[src/rtl/dino_pkg.sv]
// ============================================================================
// Module      : dino_pkg
// Description : Shared game-state encoding and obstacle geometry constants.
// Revision    : 1.0 - initial release
// ============================================================================
`default_nettype none

package dino_pkg;

  typedef enum logic [1:0] {
    IDLE = 2'd0,
    RUN  = 2'd1,
    OVER = 2'd2
  } game_state_t;

  // Obstacle footprint per type bit
  localparam int unsigned c_OBS_W0 = 16;
  localparam int unsigned c_OBS_H0 = 32;
  localparam int unsigned c_OBS_W1 = 24;
  localparam int unsigned c_OBS_H1 = 48;

  localparam int unsigned c_GROUND_Y_DEF = 400;
  localparam int unsigned c_SCREEN_W_DEF = 640;

  // x^8 + x^6 + x^5 + x^4 + 1, shift-left form
  localparam logic [7:0] c_LFSR_TAPS = 8'hB8;

endpackage

`default_nettype wire

[src/rtl/obstacle_lfsr.sv]
// ============================================================================
// Module      : obstacle_lfsr
// Description : 8-bit Fibonacci LFSR, advances when enabled; exposes the
//               fields the spawner consumes.
// Revision    : 1.0 - initial release
// ============================================================================
`default_nettype none

module obstacle_lfsr
  import dino_pkg::*;
#(
  parameter logic [7:0] SEED = 8'hA5
) (
  input  logic       clk,
  input  logic       rst,
  input  logic       i_en,
  output logic       o_spawn_roll,
  output logic       o_type_roll,
  output logic [3:0] o_gap_roll
);

  logic [7:0] r_lfsr;
  logic       w_fb;

  assign w_fb = ^(r_lfsr & c_LFSR_TAPS);

  always_ff @(posedge clk or posedge rst) begin
    if (rst) begin
      r_lfsr <= SEED;
    end else if (i_en) begin
      r_lfsr <= {r_lfsr[6:0], w_fb};
    end
  end

  assign o_spawn_roll = r_lfsr[0];
  assign o_type_roll  = r_lfsr[1];
  assign o_gap_roll   = r_lfsr[7:4];

endmodule

`default_nettype wire

[src/rtl/obstacle_engine.sv]
// ============================================================================
// Module      : obstacle_engine
// Description : Obstacle scroll/spawn/retire logic, run/over state and
//               per-pixel obstacle colour flag.
// Revision    : 1.0 - initial release
// ============================================================================
`default_nettype none

module obstacle_engine
  import dino_pkg::*;
#(
  parameter int         NUM_OBS   = 2,
  parameter int         SCREEN_W  = 640,
  parameter int         GROUND_Y  = 400,
  parameter int         SPEED     = 4,
  parameter int         MIN_GAP   = 160,
  parameter logic [7:0] LFSR_SEED = 8'hA5
) (
  input  logic       clk,
  input  logic       rst,
  input  logic [9:0] i_hpos,
  input  logic [9:0] i_vpos,
  input  logic       i_game_tick,
  input  logic       i_collision,
  input  logic       i_restart,
  output logic       o_color_obstacle,
  output logic       o_game_over,
  output logic       o_running,
  output logic       o_obstacle_passed
);

  localparam logic [9:0] c_GROUND = 10'(GROUND_Y);
  localparam logic [9:0] c_TOP0   = 10'(GROUND_Y - int'(c_OBS_H0));
  localparam logic [9:0] c_TOP1   = 10'(GROUND_Y - int'(c_OBS_H1));
  localparam logic [9:0] c_SPEED  = 10'(SPEED);

  game_state_t r_state, w_state_next;

  logic               r_running, r_game_over, r_passed;
  logic [9:0]         r_gap;
  logic               w_spawn_roll, w_type_roll;
  logic [3:0]         w_gap_roll;
  logic               w_tick_run, w_start, w_spawn, w_found;
  logic [NUM_OBS-1:0] w_act, w_retire, w_hit, w_spawn_sel;

  // Collision has priority over a coincident tick
  assign w_tick_run = (r_state == RUN) && i_game_tick && !i_collision;
  assign w_start    = (r_state != RUN) && i_restart;

  always_ff @(posedge clk or posedge rst) begin
    if (rst) begin
      r_state <= IDLE;
    end else begin
      r_state <= w_state_next;
    end
  end

  always_comb begin
    w_state_next = r_state;
    unique case (r_state)
      IDLE:    if (i_restart)   w_state_next = RUN;
      RUN:     if (i_collision) w_state_next = OVER;
      OVER:    if (i_restart)   w_state_next = RUN;
      default: w_state_next = IDLE;
    endcase
  end

  always_ff @(posedge clk or posedge rst) begin
    if (rst) begin
      r_running   <= 1'b0;
      r_game_over <= 1'b0;
      r_passed    <= 1'b0;
    end else begin
      r_running   <= (w_state_next == RUN);
      r_game_over <= (w_state_next == OVER);
      r_passed    <= w_tick_run && (|w_retire);
    end
  end

  obstacle_lfsr #(
    .SEED (LFSR_SEED)
  ) u_lfsr (
    .clk          (clk),
    .rst          (rst),
    .i_en         (w_tick_run),
    .o_spawn_roll (w_spawn_roll),
    .o_type_roll  (w_type_roll),
    .o_gap_roll   (w_gap_roll)
  );

  // Lowest-index slot that is free once this tick's retirements are applied
  always_comb begin
    w_spawn_sel = '0;
    w_found     = 1'b0;
    for (int i = 0; i < NUM_OBS; i++) begin
      if (!(w_act[i] && !w_retire[i]) && !w_found) begin
        w_spawn_sel[i] = 1'b1;
        w_found        = 1'b1;
      end
    end
  end

  assign w_spawn = w_tick_run && (r_gap == 10'd0) && w_spawn_roll && w_found;

  always_ff @(posedge clk or posedge rst) begin
    if (rst) begin
      r_gap <= 10'd0;
    end else if (w_start) begin
      r_gap <= 10'(MIN_GAP);
    end else if (w_tick_run) begin
      if (w_spawn) begin
        r_gap <= 10'(MIN_GAP) + {3'b000, w_gap_roll, 3'b000};
      end else if (r_gap > c_SPEED) begin
        r_gap <= r_gap - c_SPEED;
      end else begin
        r_gap <= 10'd0;
      end
    end
  end

  for (genvar gi = 0; gi < NUM_OBS; gi++) begin : g_slot
    logic        r_act;
    logic        r_type;
    logic [9:0]  r_x;
    logic [10:0] w_right;
    logic [9:0]  w_top;

    always_ff @(posedge clk or posedge rst) begin
      if (rst) begin
        r_act  <= 1'b0;
        r_type <= 1'b0;
        r_x    <= 10'd0;
      end else if (w_start) begin
        r_act  <= 1'b0;
        r_type <= 1'b0;
        r_x    <= 10'd0;
      end else if (w_tick_run) begin
        if (w_spawn && w_spawn_sel[gi]) begin
          r_act  <= 1'b1;
          r_type <= w_type_roll;
          r_x    <= 10'(SCREEN_W);
        end else if (w_retire[gi]) begin
          r_act <= 1'b0;
        end else if (r_act) begin
          r_x <= r_x - c_SPEED;
        end
      end
    end

    // Right edge kept at 11 bits so slots near the edge never wrap
    assign w_right = {1'b0, r_x} + (r_type ? 11'(c_OBS_W1) : 11'(c_OBS_W0));
    assign w_top   = r_type ? c_TOP1 : c_TOP0;

    assign w_act[gi]    = r_act;
    assign w_retire[gi] = r_act && (r_x < c_SPEED);
    assign w_hit[gi]    = r_act
                          && (i_hpos >= r_x) && ({1'b0, i_hpos} < w_right)
                          && (i_vpos >= w_top) && (i_vpos < c_GROUND);
  end

  assign o_color_obstacle  = |w_hit;
  assign o_running         = r_running;
  assign o_game_over       = r_game_over;
  assign o_obstacle_passed = r_passed;

endmodule

`default_nettype wire

[config.mk]
export PLATFORM = sky130hd
export DESIGN_NAME = obstacle_engine
export DESIGN_NICKNAME = d
export VERILOG_FILES = /design/src/rtl/dino_pkg.sv /design/src/rtl/obstacle_lfsr.sv /design/src/rtl/obstacle_engine.sv
export SDC_FILE = /design/constraint.sdc
export NUM_CORES = 1
export LEC_CHECK = 0
export CORE_MARGIN = 4
export CORE_UTILIZATION = 32
export CTS_CLUSTER_DIAMETER = 40
export DETAILED_ROUTE_END_ITERATION = 6
export PLACE_DENSITY = 0.61
export SYNTH_ARGS = -nofsm -noshare
export SYNTH_HDL_FRONTEND = slang
export SYNTH_SLANG_ARGS = --single-unit
[constraint.sdc]
create_clock -name clk -period 4.2 [get_ports clk]
set_input_delay 0.84 -clock clk [delete_from_list [all_inputs] [get_ports clk]]
set_output_delay 0.84 -clock clk [all_outputs]
set_load 0.05 [all_outputs]
==> results summary <==
The peak fanout along the critical path is 5. The run finished with clean final reports. Following the worst setup path forward leads to its endpoint at o_color_obstacle.

The critical path starts at g_slot[0].r_x[3]. Input and output buffers added on the ports amount to 26. The largest vdd supply drop came out at 0.194 mV. The yosys synthesis warning count is 0. Row generation in the floorplan step produced 36 rows. In this run the mean area of a mapped cell was 8.84 um2. Dividing the detail-routed via count by the number of cells gives 5.10. The first-pass iteration count of the detailed router came out at 5. The share of post-route cells with drive strength above 1 came out at 6.46%. The clock period minus final worst setup slack is roughly 3.8 ns. The total placed instance area is 0.00359 mm2.

The part of the total power dissipated in sequential elements is 47.7%. The internal power consumption is about 720 uW. Data arrives at the worst endpoint at 2.96 ns. The largest net degree at the start of global routing is between 40 and 50.

The cell total after placement came out at a little over 500. Clock-pin slew was measured on the worst setup and hold paths at roughly 0.080 ns. The total clock buffers created by CTS came out at 5.

The latest clock arrival within the worst-skew pair is 0.29 ns. The share of the cycle needed by the critical path after routing came out at 90.6%. The share of synthesized registers carrying an async set or reset is 100%.

The area of the core is 0.00973 mm2. Summed over all failing endpoints, the final setup total negative slack is 0 ns. The worst register-to-register path begins at r_state[0]. In this run, synthesis produced a sequential element count of 41. In this run the remaining antenna-violating nets after routing total 0.

The vias after detailed routing came out at roughly 2,700. Clock tree synthesis found a total of about 40 sinks. Counting cells, the worst reg-to-reg path comes to 6. The overall fraction of global-route tracks in use came out at 13.8%. The worst setup path is of the flip-flop to output port kind. By count the netlist is led by 42 x ha_1, 40 x nand2_1, 37 x dfrtp_1, 34 x nor2_1, 29 x inv_1. The number of hold buffers added after CTS was 0. The number of max-slew violations in the final report was 0.

Setup violations remaining at the end of the flow were counted as 0. The number of antenna violations at the first check in global routing is 0. The detailed-placement wirelength estimate is 5690 um. Counting stages on the worst path, the most repeated cell is ha_1.

Across all hold checks on the routed design, the worst slack comes to 0.465 ns. 29 I/O pins were placed. The cell with the most instances after synthesis is ha_1. The count of unique library cells instantiated by Yosys is 56. The number of instances in the synthesized netlist is 359. In this run, the number of DRC markers left after iteration 0 of detailed routing was 138.

For this configuration, the core starts out at a cell density of 32.6%. The critical path goes through ha_1, inv_1, ha_1, nor3_1, xnor2_1, ha_1, nand4_1, a21oi_1, o21a_1, o22a_1, o32ai_1, buf_12. The total global routing overflow is 0.

The number of enable-type register cells in the synthesized netlist came out at 0. Derived from the worst setup path, the maximum achievable clock frequency is 263 MHz. The number of nets in the synthesized netlist is 426. The maximum level of the CTS H-tree came out at 2. The count of inserted antenna diode cells came out at 0.

Across the run, the number of max-cap violations was 0. TritonCTS built the clock tree. The required time reported for the critical path endpoint came out at ~3.4 ns.

The wire length of the first global-routing pass is ~13,000 um. The non-filler instance count after layout came out at 520. The area share of the largest cell type after synthesis is 29.2%. The net count of the finished layout came out at 453. The cell area after layout came out at approximately 0.0037 mm2. Once the clock tree was built, the resizer swapped 0 gates to a different size. The global placer's final weighted congestion came out at 0.853. After detailed routing, the average wire length per cell comes to 14.1 um. The number of global-route vias before repair came out at 2,653. The residual DRC count came out at 0. The part of the total power dissipated in combinational logic is 27.7%. The final setup skew came out at 0.00515 ns. The largest single stage delay on the critical path is 0.43 ns. Ranked by total cell area, the synthesized netlist is headed by dfrtp_1 29%, ha_1 17%, xnor2_1 6.9%, nand2_1 4.7%, o21ai_0 4.1%.

The clock tree buffer depth came out at 2. The total power density per cell area is 296 mW/mm2. The cell accounting for the most synthesized area is dfrtp_1. Headroom to the max-slew limit came out at about 30%.

The total power came out at 1090 uW. The master cell of the clock root buffer is clkbuf_8. The most used flip-flop cell after synthesis is dfrtp_1. For this design the static power due to leakage is 0.00148 uW. The kind of capture point of the worst setup path is an output port. The cell area after synthesis came out at 0.00317 mm2.

In this run switching power makes up roughly 34% of total power. The cell at the slowest stage of the critical path is dfrtp_1. The vertical die dimension came out at 108 um.

The pin slew with the least headroom to its limit came out at about 1.1 ns. The final hold violation count came out at 0. From left edge to right edge, the die measures 108 um.

The capture point of the worst reg-to-reg path is g_slot[0].r_x[4]. Setup slack on the worst reg-to-reg path comes out at 1.88 ns. Setup repair after global routing left no endpoint under its margin. The layout overhead on the synthesized area came out at 15.8%. The min-delay analysis places its worst path in the category flip-flop to flip-flop. The clock share of power is between 20 and 25%.

The wire length reported by the detailed router came out at approximately 7400 um. The sequential share of the synthesized area came out at 32.5%. The power dissipated by switching net loads is roughly 370 uW. The worst setup path is launched from a flip-flop.

Buffers added to address setup during post-CTS repair amount to 0. The overall die area came out at between 0.01 and 0.015 mm2.
[sequential cells by signal, summed over array words and instances, names as in the netlist]
| name | flops |
|---|---|
| g_slot.r_act | 2 |
| g_slot.r_type | 2 |
| g_slot.r_x | 16 |
| o_game_over | 1 |
| o_obstacle_passed | 1 |
| o_running | 1 |
| r_gap | 8 |
| r_state | 2 |
| u_lfsr.r_lfsr | 8 |
[per-stage QoR]
stage | worst slack [ns] | util [%]
2_1_floorplan | 0.301 | -
3_3_place_gp | 0.431 | 36.9
3_5_place_dp | 0.433 | 36.9
4_1_cts | 0.394 | 37.8
5_1_grt | 0.222 | 37.8
6_report | 0.396 | 37.8
[area by class of cell]
class / instances / area (um2)
clock buffers: 8 / 90.1
fillers: 1021 / 6050
inverters: 29 / 109
multi-input cells: 280 / 1990
flip-flops and latches: 41 / 1030
well taps: 133 / 166
repair buffers: 29 / 293
[layer usage]
layer  track usage [%]  part of all wire (%)
met1              18.8                    49
met2              21.6                    45
met3              2.58                   3.9
met4              5.41                   1.9
met5                 0                     0
[cell usage in the layout (no fill, tap or decap), types with 5 or more instances in the layout]
cell,count
inv_1,29
o21ai_0,26
nor4_1,5
nand3_1,11
ha_1,42
dfrtp_1,37
clkdlybuf4s50_1,25
a21oi_1,16
nand4_1,7
clkbuf_8,6
nor3_1,10
nand2_1,40
nor2_1,34
xnor2_1,25
o211ai_1,7
[how the worst min path moves through the flow]
stage / startpoint / to / slack [ns] / cells after the start
2_1_floorplan: u_lfsr.r_lfsr[2] / u_lfsr.r_lfsr[2] / 0.44 / 2
3_3_place_gp: u_lfsr.r_lfsr[2] / u_lfsr.r_lfsr[2] / 0.45 / 2
3_5_place_dp: u_lfsr.r_lfsr[2] / u_lfsr.r_lfsr[2] / 0.46 / 2
4_1_cts: u_lfsr.r_lfsr[2] / u_lfsr.r_lfsr[2] / 0.47 / 2
5_1_grt: u_lfsr.r_lfsr[2] / u_lfsr.r_lfsr[2] / 0.50 / 2
6_report: u_lfsr.r_lfsr[2] / u_lfsr.r_lfsr[2] / 0.47 / 2
[cell families (layout without fill, tap and decap cells)]
group	Yosys count	count (layout)	share of synthesized area (%)
buffers and inverters	38	66	5.12
AOI/OAI and AO/OA	83	83	17.7
xor gates and xnor gates	27	27	7.45
adders and majority gates	42	42	16.6
and+or+nand+nor	128	128	20.7
DFF	41	41	32.5
[power groups by stage]
stage	clock network, uW	logic, uW	registers (uW)
floorplan	0	207	525
global placement	0	297	524
detailed placement	0	304	525
CTS	279	306	518
global route	298	344	526
finish	268	301	518
[worst max-delay path: cells and delay by family, from the launching register on]
kind | cells | cell delay, ns
AO/OA/AOI/OAI | 4 | 0.82
XOR/XNOR | 1 | 0.16
adder cells (fa/ha/maj) | 3 | 0.72
buffers and inverters | 2 | 0.26
flip-flops | 1 | 0.43
AND/OR/NAND/NOR | 2 | 0.30
No activity file was read; power rests on OpenSTA's default activity.
